**src/rtl/mdu_pkg.sv**
```systemverilog
// Shared types and constants for the RV32 M-extension multiply/divide sequencer.
package mdu_pkg;

    localparam int DEF_XLEN  = 32;
    localparam int DEF_CNT_W = 5;

    typedef enum logic [1:0] {
        IDLE,
        CALC,
        FIX,
        DONE
    } state_t;

    localparam logic [2:0] F3_MUL    = 3'b000;
    localparam logic [2:0] F3_MULH   = 3'b001;
    localparam logic [2:0] F3_MULHSU = 3'b010;
    localparam logic [2:0] F3_MULHU  = 3'b011;
    localparam logic [2:0] F3_DIV    = 3'b100;
    localparam logic [2:0] F3_DIVU   = 3'b101;
    localparam logic [2:0] F3_REM    = 3'b110;
    localparam logic [2:0] F3_REMU   = 3'b111;

    function automatic logic [31:0] neg32(input logic [31:0] x);
        return ~x + 32'd1;
    endfunction

endpackage

```
**src/rtl/muldiv_seq.sv**
```systemverilog
// Iterative RV32 M-extension unit: one shift-add / restoring shift-subtract step per cycle,
// operating on operand magnitudes with a final sign fix-up.
module muldiv_seq
    import mdu_pkg::*;
#(
    parameter int XLEN  = DEF_XLEN,
    parameter int CNT_W = DEF_CNT_W
) (
    input  logic            clk,
    input  logic            res,
    input  logic            start_EX,
    input  logic [2:0]      funct3_EX,
    input  logic [XLEN-1:0] a,
    input  logic [XLEN-1:0] b,
    output logic [XLEN-1:0] result,
    output logic            done,
    output logic            busy,
    output logic            stall_EX
);

    state_t              r_state;
    state_t              w_stateNext;
    logic [CNT_W-1:0]    r_count;
    logic [2:0]          r_funct3;
    logic [XLEN-1:0]     r_opB;
    logic [2*XLEN-1:0]   r_acc;
    logic                r_negMain;
    logic                r_negRem;
    logic [XLEN-1:0]     r_result;

    logic                w_aSigned;
    logic                w_bSigned;
    logic                w_aNeg;
    logic                w_bNeg;
    logic [XLEN-1:0]     w_aMag;
    logic [XLEN-1:0]     w_bMag;
    logic                w_divZero;
    logic                w_overflow;
    logic                w_fast;
    logic [XLEN-1:0]     w_fastResult;
    logic                w_accept;

    logic [XLEN:0]       w_mulSum;
    logic [2*XLEN-1:0]   w_mulStep;
    logic [XLEN:0]       w_divShift;
    logic                w_divOk;
    logic [XLEN-1:0]     w_divSub;
    logic [2*XLEN-1:0]   w_divStep;
    logic [2*XLEN-1:0]   w_prod;
    logic [XLEN-1:0]     w_fixResult;

    // Only the unsigned-operand ops skip the magnitude conversion; MULHSU treats b as unsigned
    assign w_aSigned = (funct3_EX != F3_MULHU) && (funct3_EX != F3_DIVU) && (funct3_EX != F3_REMU);
    assign w_bSigned = (funct3_EX == F3_MUL) || (funct3_EX == F3_MULH) ||
                       (funct3_EX == F3_DIV) || (funct3_EX == F3_REM);
    assign w_aNeg    = w_aSigned && a[XLEN-1];
    assign w_bNeg    = w_bSigned && b[XLEN-1];
    assign w_aMag    = w_aNeg ? neg32(a) : a;
    assign w_bMag    = w_bNeg ? neg32(b) : b;

    assign w_divZero  = funct3_EX[2] && (b == '0);
    assign w_overflow = ((funct3_EX == F3_DIV) || (funct3_EX == F3_REM)) &&
                        (a == {1'b1, {(XLEN-1){1'b0}}}) && (b == '1);
    assign w_fast     = w_divZero || w_overflow;
    assign w_fastResult = w_divZero ? (funct3_EX[1] ? a : '1)
                                    : (funct3_EX[1] ? '0 : {1'b1, {(XLEN-1){1'b0}}});
    assign w_accept   = (r_state == IDLE) && start_EX;

    // Multiply: low half of the accumulator is the multiplier, shifted out LSB first
    assign w_mulSum  = {1'b0, r_acc[2*XLEN-1:XLEN]} + {1'b0, (r_acc[0] ? r_opB : '0)};
    assign w_mulStep = {w_mulSum, r_acc[XLEN-1:1]};

    // Divide: high half is the partial remainder, low half shifts the dividend out and quotient in
    assign w_divShift = {r_acc[2*XLEN-1:XLEN], r_acc[XLEN-1]};
    assign w_divOk    = (w_divShift >= {1'b0, r_opB});
    assign w_divSub   = w_divShift[XLEN-1:0] - r_opB;
    assign w_divStep  = {(w_divOk ? w_divSub : w_divShift[XLEN-1:0]), r_acc[XLEN-2:0], w_divOk};

    assign w_prod = r_negMain ? -r_acc : r_acc;

    always_comb begin
        w_fixResult = '0;
        case (r_funct3)
            F3_MUL:                      w_fixResult = w_prod[XLEN-1:0];
            F3_MULH, F3_MULHSU, F3_MULHU: w_fixResult = w_prod[2*XLEN-1:XLEN];
            F3_DIV, F3_DIVU:             w_fixResult = r_negMain ? neg32(r_acc[XLEN-1:0]) : r_acc[XLEN-1:0];
            default:                     w_fixResult = r_negRem ? neg32(r_acc[2*XLEN-1:XLEN]) : r_acc[2*XLEN-1:XLEN];
        endcase
    end

    always_ff @(posedge clk) begin
        if (!res) begin
            r_state <= IDLE;
        end else begin
            r_state <= w_stateNext;
        end
    end

    always_comb begin
        w_stateNext = r_state;
        stall_EX    = 1'b0;
        done        = 1'b0;
        busy        = (r_state != IDLE);
        case (r_state)
            IDLE: begin
                if (start_EX) begin
                    stall_EX    = 1'b1;
                    w_stateNext = w_fast ? DONE : CALC;
                end
            end
            CALC: begin
                stall_EX = 1'b1;
                if (r_count == CNT_W'(XLEN-1)) begin
                    w_stateNext = FIX;
                end
            end
            FIX: begin
                stall_EX    = 1'b1;
                w_stateNext = DONE;
            end
            default: begin
                done        = 1'b1;
                w_stateNext = IDLE;
            end
        endcase
    end

    always_ff @(posedge clk) begin
        if (!res) begin
            r_count   <= '0;
            r_funct3  <= '0;
            r_opB     <= '0;
            r_acc     <= '0;
            r_negMain <= 1'b0;
            r_negRem  <= 1'b0;
            r_result  <= '0;
        end else begin
            case (r_state)
                IDLE: begin
                    if (w_accept) begin
                        r_funct3  <= funct3_EX;
                        r_opB     <= w_bMag;
                        r_acc     <= {{XLEN{1'b0}}, w_aMag};
                        r_negMain <= w_aNeg ^ w_bNeg;
                        r_negRem  <= w_aNeg;
                        r_count   <= '0;
                        if (w_fast) begin
                            r_result <= w_fastResult;
                        end
                    end
                end
                CALC: begin
                    r_count <= r_count + CNT_W'(1);
                    r_acc   <= r_funct3[2] ? w_divStep : w_mulStep;
                end
                FIX: begin
                    r_result <= w_fixResult;
                end
                default: begin
                end
            endcase
        end
    end

    assign result = r_result;

endmodule

```
**config.mk**
```make
export PLATFORM = sky130hd
export DESIGN_NAME = muldiv_seq
export DESIGN_NICKNAME = d
export VERILOG_FILES = /design/src/rtl/mdu_pkg.sv /design/src/rtl/muldiv_seq.sv
export SDC_FILE = /design/constraint.sdc
export NUM_CORES = 1
export LEC_CHECK = 0
export BUFFER_PORTS_ARGS = -buffer_cell sky130_fd_sc_hd__buf_2
export CAP_MARGIN = 0
export CELL_PAD_IN_SITES_DETAIL_PLACEMENT = 1
export CELL_PAD_IN_SITES_GLOBAL_PLACEMENT = 1
export CORE_MARGIN = 2
export CORE_UTILIZATION = 40
export DETAILED_ROUTE_END_ITERATION = 10
export PLACE_DENSITY = 0.7
export SLEW_MARGIN = 20
export SYNTH_ARGS = -nofsm -noshare
export SYNTH_HDL_FRONTEND = slang
export SYNTH_SLANG_ARGS = --single-unit
```
**constraint.sdc**
```tcl
create_clock -name clk -period 3.5 [get_ports clk]
set_input_delay 0 -clock clk [delete_from_list [all_inputs] [get_ports clk]]
set_output_delay 0 -clock clk [all_outputs]
set_load 0.005 [all_outputs]
```
; ---- After elaboration in Yosys (flattened, before gate mapping)
; Index checks and enable logic that the tools add are counted.
[word_totals]
elab_cells = 96
register_bits = 140
output_inout_bits = 35
in_bits = 70
[op_classes]
bitwise = 5
reduce_logical = 28
eq_ne = 20
muxes = 26
addsub = 8
n_lt_le_gt_ge = 1
[ops]
columns = operator, n
row1 = 32-bit 2-to-1 mux, 11
row2 = 64-bit 2-to-1 mux, 3
row3 = 32-bit by 1-bit adder with 32-bit output (second input constant), 4
row4 = 32-bit inverter, 4
row5 = 64-bit case mux with 2 select lines, 1
row6 = 32-bit case mux with 3 select lines, 1
row7 = 32-bit equality test (second input constant), 2
row8 = 64-bit negation, 1
row9 = 32-bit case mux with 2 select lines, 1
row10 = 32-bit by 32-bit adder with 33-bit output, 1
row11 = 33-bit by 32-bit greater-or-equal comparator with 1-bit output, 1
row12 = 32-bit logical NOT, 1
row13 = 32-bit subtractor, 1
row14 = 3-bit equality test (second input constant), 4
row15 = 5-bit case mux with 2 select lines, 1
row16 = 1-bit logical AND, 8
row17 = 2-bit inequality test (second input constant), 4
row18 = 3-bit by 1-bit equality test with 1-bit output (second input constant), 2
row19 = 3-bit by 2-bit equality test with 1-bit output (second input constant), 2
row20 = 3-bit logical NOT, 2
row21 = 2-bit 2-to-1 mux, 3
row22 = 3-bit inequality test (second input constant), 2
row23 = 2-bit case mux with 3 select lines, 1
row24 = 2-bit AND reduction, 3
row25 = 15 further kinds, 24

; ---- Depth between registers and ports, before layout
; Gate-level depths: netlist of run 1.
[depth]
ltp_word = 8
ltp_mapped = 15
mapped_depth_nobuf = 13

; ---- Worst setup path before layout of run 1
; OpenSTA, ideal clock, no wires.
[synth_path]
path_kind = flip-flop to flip-flop
from = register r_acc[0]
to = register r_acc[59]
period_less_slack_ns = 3.254
path_stages_with_launch = 15
path_slack_ns = 0.246
t_arrival_ns = 3.125
path_buffers = 2
setup_ns = 0.129
t_required_ns = 3.371
path_cell_list = dfxtp_1 clkbuf_1 inv_1 clkbuf_1 nor2_1 ha_1 or2_2 a21oi_1 a21oi_1 or4_1 nand4_1 a21oi_1 or4_1 nand3_1 o211ai_1
[synth_between]
elab_chain_cells = 4
[synth_lines]
columns = item, line_no
row1 = "start, declared", muldiv_seq.sv:26  ; logic [2*XLEN-1:0] r_acc;
row2 = "start signal, assigned", muldiv_seq.sv:143  ; r_acc <= {{XLEN{1'b0}}, w_aMag};
row3 = "start signal, assigned", muldiv_seq.sv:154  ; r_acc <= r_funct3[2] ? w_divStep : w_mulStep;
row4 = 32-bit 2-to-1 mux, muldiv_seq.sv:70  ; assign w_mulSum = {1'b0, r_acc[2*XLEN-1:XLEN]} + {1'b0, (r_acc[0] ? r_opB : '0)};
row5 = 32-bit by 32-bit adder with 33-bit output, muldiv_seq.sv:70
row6 = 64-bit 2-to-1 mux, muldiv_seq.sv:154
row7 = 64-bit case mux with 2 select lines, muldiv_seq.sv:138  ; case (r_state)
; Every way passes these cells.
; A chain may end at the register's enable or synchronous reset.

; ---- Final worst setup path of run 1
[layout_path]
from = register r_acc[25]
to = register r_result[9] (netlist: result[9])
[layout_between]
elab_chain_cells = 4
[layout_lines]
columns = item, line_no
row1 = 64-bit negation, muldiv_seq.sv:79  ; assign w_prod = r_negMain ? -r_acc : r_acc;
row2 = 64-bit 2-to-1 mux, muldiv_seq.sv:79
row3 = 32-bit case mux with 3 select lines, muldiv_seq.sv:83  ; case (r_funct3)
row4 = 32-bit case mux with 2 select lines, muldiv_seq.sv:138
row5 = "end signal, assigned", muldiv_seq.sv:148  ; r_result <= w_fastResult;
row6 = "end signal, assigned", muldiv_seq.sv:157  ; r_result <= w_fixResult;
row7 = "end, declared", muldiv_seq.sv:29  ; logic [XLEN-1:0] r_result;
; Every way passes these cells.

==> flow_summary_export.csv, run 1 <==
group,metric,value,unit
hold_path,hold_path_class,"input port to flip-flop",
routing,wl,59200,um
placed_design,portBuffers,104,
placed_design,pre_cts_slack,56.6,ps
placed_design,place.gp.congestion,0.932,
routing,via_count,15600,
critical_path,path_common_cell,"or4_4",
power,peakVddDrop,0.509,mV
global_route,grt_pass1_wl,91500,um
clock_tree,cts_inserted_buffers,17,
critical_path,critPathCaptureType,"flip-flop",
sta,drv_slew,0,
synthesis,ys_top_cells_by_count,"193 x nor2_1, 176 x o21ai_0, 164 x nand2_1",
routing,drtIter0Drc,1229,
power,leakagePower,6.88,nW
die,die_w,191,um
sta,hold_viol_final,0,
layout,final_util,47.5,%
critical_path,arrival,3770,ps
global_route,grt_max_degree,70,
synthesis,synth_top_area_share,20.0,%
run,drv_cap,0,
layout,nets,2204,
clock_tree,cts_tree,"yes",
sta,relSlewSlack,33.8,%
power,power,10.4,mW
synthesis,ys_seq_area_share,20.0,%
power,switchingPower,5.03,mW
sta,max_freq,295,MHz
layout,diodes,0,
sta,tns,0,ps
power,p_int,5.36,mW
critical_path,cp_max_fo,8,
global_route,grt_overflow,0,
routing,viasPerCell,6.17,
synthesis,synthesis.area,14000,um2
placed_design,hpwlAfterDp,45200,um
sta,post-route-period-util,96.8,%
die,ioPinCount,105,
clock_tree,path_clk_slew,60,ps
clock_tree,worstSkewPairLatency,460,ps
sta,fin_ws,112,ps
global_route,grt_usage,32.4,%
die,core.rowCount,68,
power,powerDensity,633,nW/um2
critical_path,crit_path_start_kind,"flip-flop",
power,power_frac_seq,23.8,%
routing,ant_nets,0,
synthesis,synth_edf_count,0,
power,clkPwrFrac,20.0,%
sta,worstMarginPinSlew,992,ps
routing,drt-wirelength-per-cell,23.5,um
synthesis,async_reset_ff_share,0,%
synthesis,yosys-top-cells-area,"dfxtp_1 20%, ha_1 6.8%, o21ai_0 6.3%",
run_status,status,"completed",
synthesis,yosys_warnings,0,
synthesis,synthCells,1949,
clock_tree,cts_max_level,4,
hold_path,hold_path_depth,4,
synthesis,synth_cell_types,84,
sta,rsz0062_at_grt,"false",
layout,final_layout_size_suffix_gt1_share,14.5,%
clock_tree,clkSinkCount,140,
critical_path,worstRegToRegCells,8,
synthesis,yosysTopAreaCell,"dfxtp_1",
sta,setup_viol,0,
hold_path,min_to,"r_acc[20]",
critical_path,path_cells,"or4_4, or4_4, or3_4, or2_1, o41ai_2, xor2_1, a221o_1, a31oi_1",
critical_path,cpPeakStageDelay,520,ps
synthesis,synthFlopType,"dfxtp_1",
die,start_util,40.6,%
synthesis,synth_most_common_cell,"nor2_1",
die,die_h,191,um
synthesis,synth_seq_cells,140,
layout,synthToLayoutAreaGrowth,16.9,%
sta,fin_worst_skew,14.1,ps
die,dieArea,36600,um2
power,switching_share,48.4,%
global_route,first_global_vias,15600,
hold_path,hold_start,"a[20]",
critical_path,worstSetupPathType,"flip-flop to flip-flop",
power,pwr-share-comb,56.2,%
clock_tree,cts_root_buffer,"clkbuf_16",
layout,n_fill_cell,4388,
global_route,antenna_found_initial,0,
critical_path,r2r_start,"r_acc[25]",
synthesis,avgSynthCellArea,7.20,um2
sta,fin_crit,3390,ps
critical_path,critPathSlowestCell,"or4_4",
critical_path,cp.required,3880,ps
routing,firstDrtPassIters,5,
synthesis,synth_fp_nets,2097,
critical_path,rrSetupSlack,110,ps
clock_tree,clock_path_buffers,2,
die,core,34500,um2
routing,drc_errors,0,
critical_path,reg2reg_to,"result[9]",
-- power groups by stage --
| stage | Clock [mW] | Sequential [mW] | Combinational, mW |
|---|---|---|---|
| 2_1_floorplan | 0 | 2.27 | 3.80 |
| 4_1_cts | 2.11 | 2.45 | 5.68 |
| 3_3_place_gp | 0 | 2.46 | 5.50 |
| 3_5_place_dp | 0 | 2.48 | 5.61 |
| 5_1_grt | 2.17 | 2.53 | 6.33 |
| 6_report | 2.08 | 2.48 | 5.84 |
-- cell families (layout without fill, tap and decap cells) --
family	after synthesis	after routing	synth area share, %
AO/OA/AOI/OAI	667	667	31.0
AND/OR/NAND/NOR	596	596	20.0
buffers and inverters	230	349	6.53
XOR/XNOR	184	184	11.5
flip-flops	140	140	20.0
adder cells (fa/ha/maj)	78	78	7.06
multiplexers	54	54	3.88
-- worst max-delay path by stage --
stage,startpoint,end,slack (ps),cells past startpoint
after global placement,r_acc[48],result[31],110,7
after floorplan,r_acc[0],r_acc[59],250,14
final,r_acc[25],result[9],110,8
after CTS,r_acc[48],result[30],40,8
after global routing,r_opB[3],r_acc[46],0.6,14
after detailed placement,r_acc[48],result[30],60,8
-- layout make-up --
class | count | area, um2 | share of cell area, %
tap | 455 | 569 | 3.47
timing repair buffer | 244 | 1710 | 10.4
clock inverter | 14 | 219 | 1.33
multi-input combinational | 1579 | 10400 | 63.4
clock buffer | 17 | 425 | 2.59
sequential | 140 | 2810 | 17.1
inverter | 74 | 278 | 1.69
-- cell usage in the layout (no fill, tap or decap), drive strengths merged, types with 13 or more instances in the layout --
cell,n
clkbuf,17
a31oi,17
or2,13
o21ai,179
ha,76
or4,16
o41ai,14
inv,76
o22ai,19
nand3,35
dlygate4sd3,38
a21o,44
a21oi,160
mux2i,51
o211ai,30
a211oi,47
nand2,164
dfxtp,140
or3,25
a22oi,23
nor3,51
o31ai,42
buf,206
xor2,96
nand4,25
xnor2,88
nand2b,15
nor2,194
nor4,16
-- flip-flops by register name, indices dropped and copies added, names as in the netlist --
register,flops
r_negRem,1
r_funct3,3
r_opB,32
r_state,2
r_acc,64
r_count,5
result,32
r_negMain,1
-- routing by layer --
| layer | global-route usage [%] | share of wire, % |
|---|---|---|
| met1 | 44.7 | 46 |
| met2 | 50.1 | 44 |
| met3 | 6.37 | 7.4 |
| met4 | 11.2 | 3.2 |
| met5 | 0 | 0 |
-- timing repair --
| action | in CTS | in global routing |
|---|---|---|
| buffers inserted | 0 | 0 |
| endpoints found under the setup margin | 0 | 16 |
| endpoints found under the hold margin | 37 | 0 |
| gates resized for setup | 0 | 19 |
| hold buffers | 38 | 0 |
-- worst max-delay path, delay by kind of cell, from the launching register on --
family           cells  cell delay, ps
flip-flops           1             380
XOR/XNOR             1             110
AND/OR/NAND/NOR      4            1820
AO/OA/AOI/OAI        3             990
-- stage by stage --
step / area, um2 / hold slack [ps] / std cells
floorplan: 14000 / 136 / 1949
finish: 16400 / 4.93 / 2523
global route: 16400 / 16.4 / 2523
global placement: 15300 / 295 / 2454
CTS: 16300 / 0.215 / 2523
detailed placement: 15300 / 297 / 2454
Power figures use the tool's default switching activity.
==> run 2, diff against run 1 <==
--- a/config.mk
+++ b/config.mk
@@ -10,9 +10,9 @@
 export CELL_PAD_IN_SITES_DETAIL_PLACEMENT = 1
 export CELL_PAD_IN_SITES_GLOBAL_PLACEMENT = 1
 export CORE_MARGIN = 2
-export CORE_UTILIZATION = 40
+export CORE_UTILIZATION = 46
 export DETAILED_ROUTE_END_ITERATION = 10
-export PLACE_DENSITY = 0.7
+export PLACE_DENSITY = 0.8
 export SLEW_MARGIN = 20
 export SYNTH_ARGS = -nofsm -noshare
 export SYNTH_HDL_FRONTEND = slang
==> run 2 against run 1 <==
Maximum frequency is 1.3% lower; global-route usage rose by 5.5 points; count of clock-buffer cells in the layout rose by 2; non-clock buffer count increased by 10; routed wire length rose by 2.4%; flip-flop and latch count stayed put; first-iteration DRC count increased by 14%; worst hold slack improved by 16 ps; combinational power up 3%; die area shrank 13%; critical endpoint is now result[31].
==> flow_summary_export.csv, run 2 (synthesized netlist as in run 1, its figures left out) <==
group,metric,value,unit
run_status,status,"completed",
hold_path,hold_path_class,"input port to flip-flop",
critical_path,arrival,3740,ps
layout,nets,2214,
global_route,antenna_found_initial,1,
placed_design,pre_cts_slack,-20.1,ps
routing,drtIter0Drc,1399,
global_route,first_global_vias,15900,
sta,hold_viol_final,0,
clock_tree,path_clk_slew,70,ps
critical_path,cpPeakStageDelay,720,ps
die,core,29900,um2
critical_path,path_cells,"or4_1, or3_1, or3_1, nor3_2, o311ai_0, nor4b_1, o22ai_1",
sta,drv_slew,0,
die,die_w,179,um
power,power,10.5,mW
critical_path,critPathCaptureType,"flip-flop",
critical_path,crit_path_start_kind,"flip-flop",
global_route,grt_max_degree,70,
critical_path,crit_buf_inv,0,
routing,viasPerCell,6.48,
layout,top_register,"r_acc",
critical_path,cp.required,3800,ps
critical_path,crit_family,"simple AND/OR/NAND/NOR gates",
sta,fin_crit,3430,ps
placed_design,hpwlAfterDp,45200,um
routing,drt-wirelength-per-cell,24.5,um
sta,tns,0,ps
clock_tree,worstSkewPairLatency,470,ps
critical_path,worstSetupPathType,"flip-flop to flip-flop",
routing,firstDrtPassIters,5,
layout,layout_common_cells,"191 x nor2_1, 174 x o21ai_0, 164 x nand2_1",
clock_tree,cts_tree,"yes",
sta,worstMarginPinSlew,968,ps
routing,drc_errors,0,
die,start_util,47.0,%
clock_tree,cts_root_buffer,"clkbuf_16",
sta,relSlewSlack,34.7,%
routing,ant_nets,0,
clock_tree,clock_path_buffers,2,
placed_design,portBuffers,104,
die,core.rowCount,63,
routing,via_count,16000,
power,leakagePower,6.95,nW
sta,fin_ws,68.5,ps
sta,setup_viol,0,
layout,largest_register_ffs,64,
sta,rsz0062_at_grt,"false",
critical_path,critPathSlowestCell,"or4_1",
layout,final_layout_size_suffix_gt1_share,14.5,%
clock_tree,clkSinkCount,140,
placed_design,place.gp.congestion,0.974,
power,peakVddDrop,0.511,mV
critical_path,worstRegToRegCells,7,
die,ioPinCount,105,
power,powerDensity,641,nW/um2
clock_tree,cts_max_level,4,
critical_path,path_common_cell,"or3_1",
critical_path,worstSetupPathDepth,7,
run,drv_cap,0,
layout,synthToLayoutAreaGrowth,17.0,%
sta,fin_worst_skew,14.7,ps
global_route,grt_pass1_wl,92300,um
die,die_h,179,um
global_route,grt_overflow,0,
sta,post-route-period-util,98.0,%
hold_path,hold_path_depth,4,
die,dieArea,31900,um2
routing,wl,60600,um
layout,layout_commonest_cell,"nor2_1",
global_route,grt_usage,37.9,%
clock_tree,cts_inserted_buffers,17,
critical_path,cp_max_fo,6,
sta,max_freq,291,MHz
==> run 2: tightest hold or removal path, delay by kind of cell <==
family | cells | cell delay [ps]
AOI/OAI and AO/OA | 2 | 230
xor gates and xnor gates | 1 | 80
buffers and inverters | 1 | 120
==> run 2: worst paths after layout <==
check / start / endpoint / slack [ps]
worst min register to register: r_opB[31] / r_opB[31] / 460
worst max register to register: r_acc[47] / result[31] / 70
worst min-delay path: a[12] / r_acc[12] / 20
worst max-delay path: r_acc[47] / result[31] / 70
==> run 2: final cells by class <==
cell class / count / area [um2]
clock inverter: 13 / 215
clock buffer: 19 / 433
antenna: 1 / 2.50
tap: 390 / 488
multi-input combinational: 1579 / 10400
sequential: 140 / 2810
fill: 3794 / 13500
timing repair buffer: 254 / 1790
inverter: 74 / 278
==> run 2: per-layer routing <==
layer  GRT usage [%]  routed length (um)
met2            60.8               27600
met4            13.8                1910
met1            48.8               25900
met5               0                   0
met3            9.99                5210
==> run 2: where the power goes <==
| group | internal, mW | switching [mW] | total (mW) |
|---|---|---|---|
| Sequential | 1.99 | 0.437 | 2.42 |
| Combinational | 2.15 | 3.87 | 6.02 |
| Clock | 1.27 | 0.816 | 2.09 |
| Total | 5.40 | 5.13 | 10.5 |
==> run 2: what timing repair did <==
item,4_1_cts,5_1_grt
setup buffers,0,3
hold buffers,41,0
hold endpoints to repair,41,0
endpoints found under the setup margin,2,27
gates resized for setup,2,15
==> run 2: through the flow <==
step,util [%],hold slack (ps),instances,instance area [um2]
3_3_place_gp,51.1,291,2393,15300
2_1_floorplan,-,136,1949,14000
4_1_cts,54.7,5.23,2466,16300
6_report,55.0,21.3,2470,16400
5_1_grt,55.0,42.8,2470,16400
3_5_place_dp,51.1,301,2393,15300
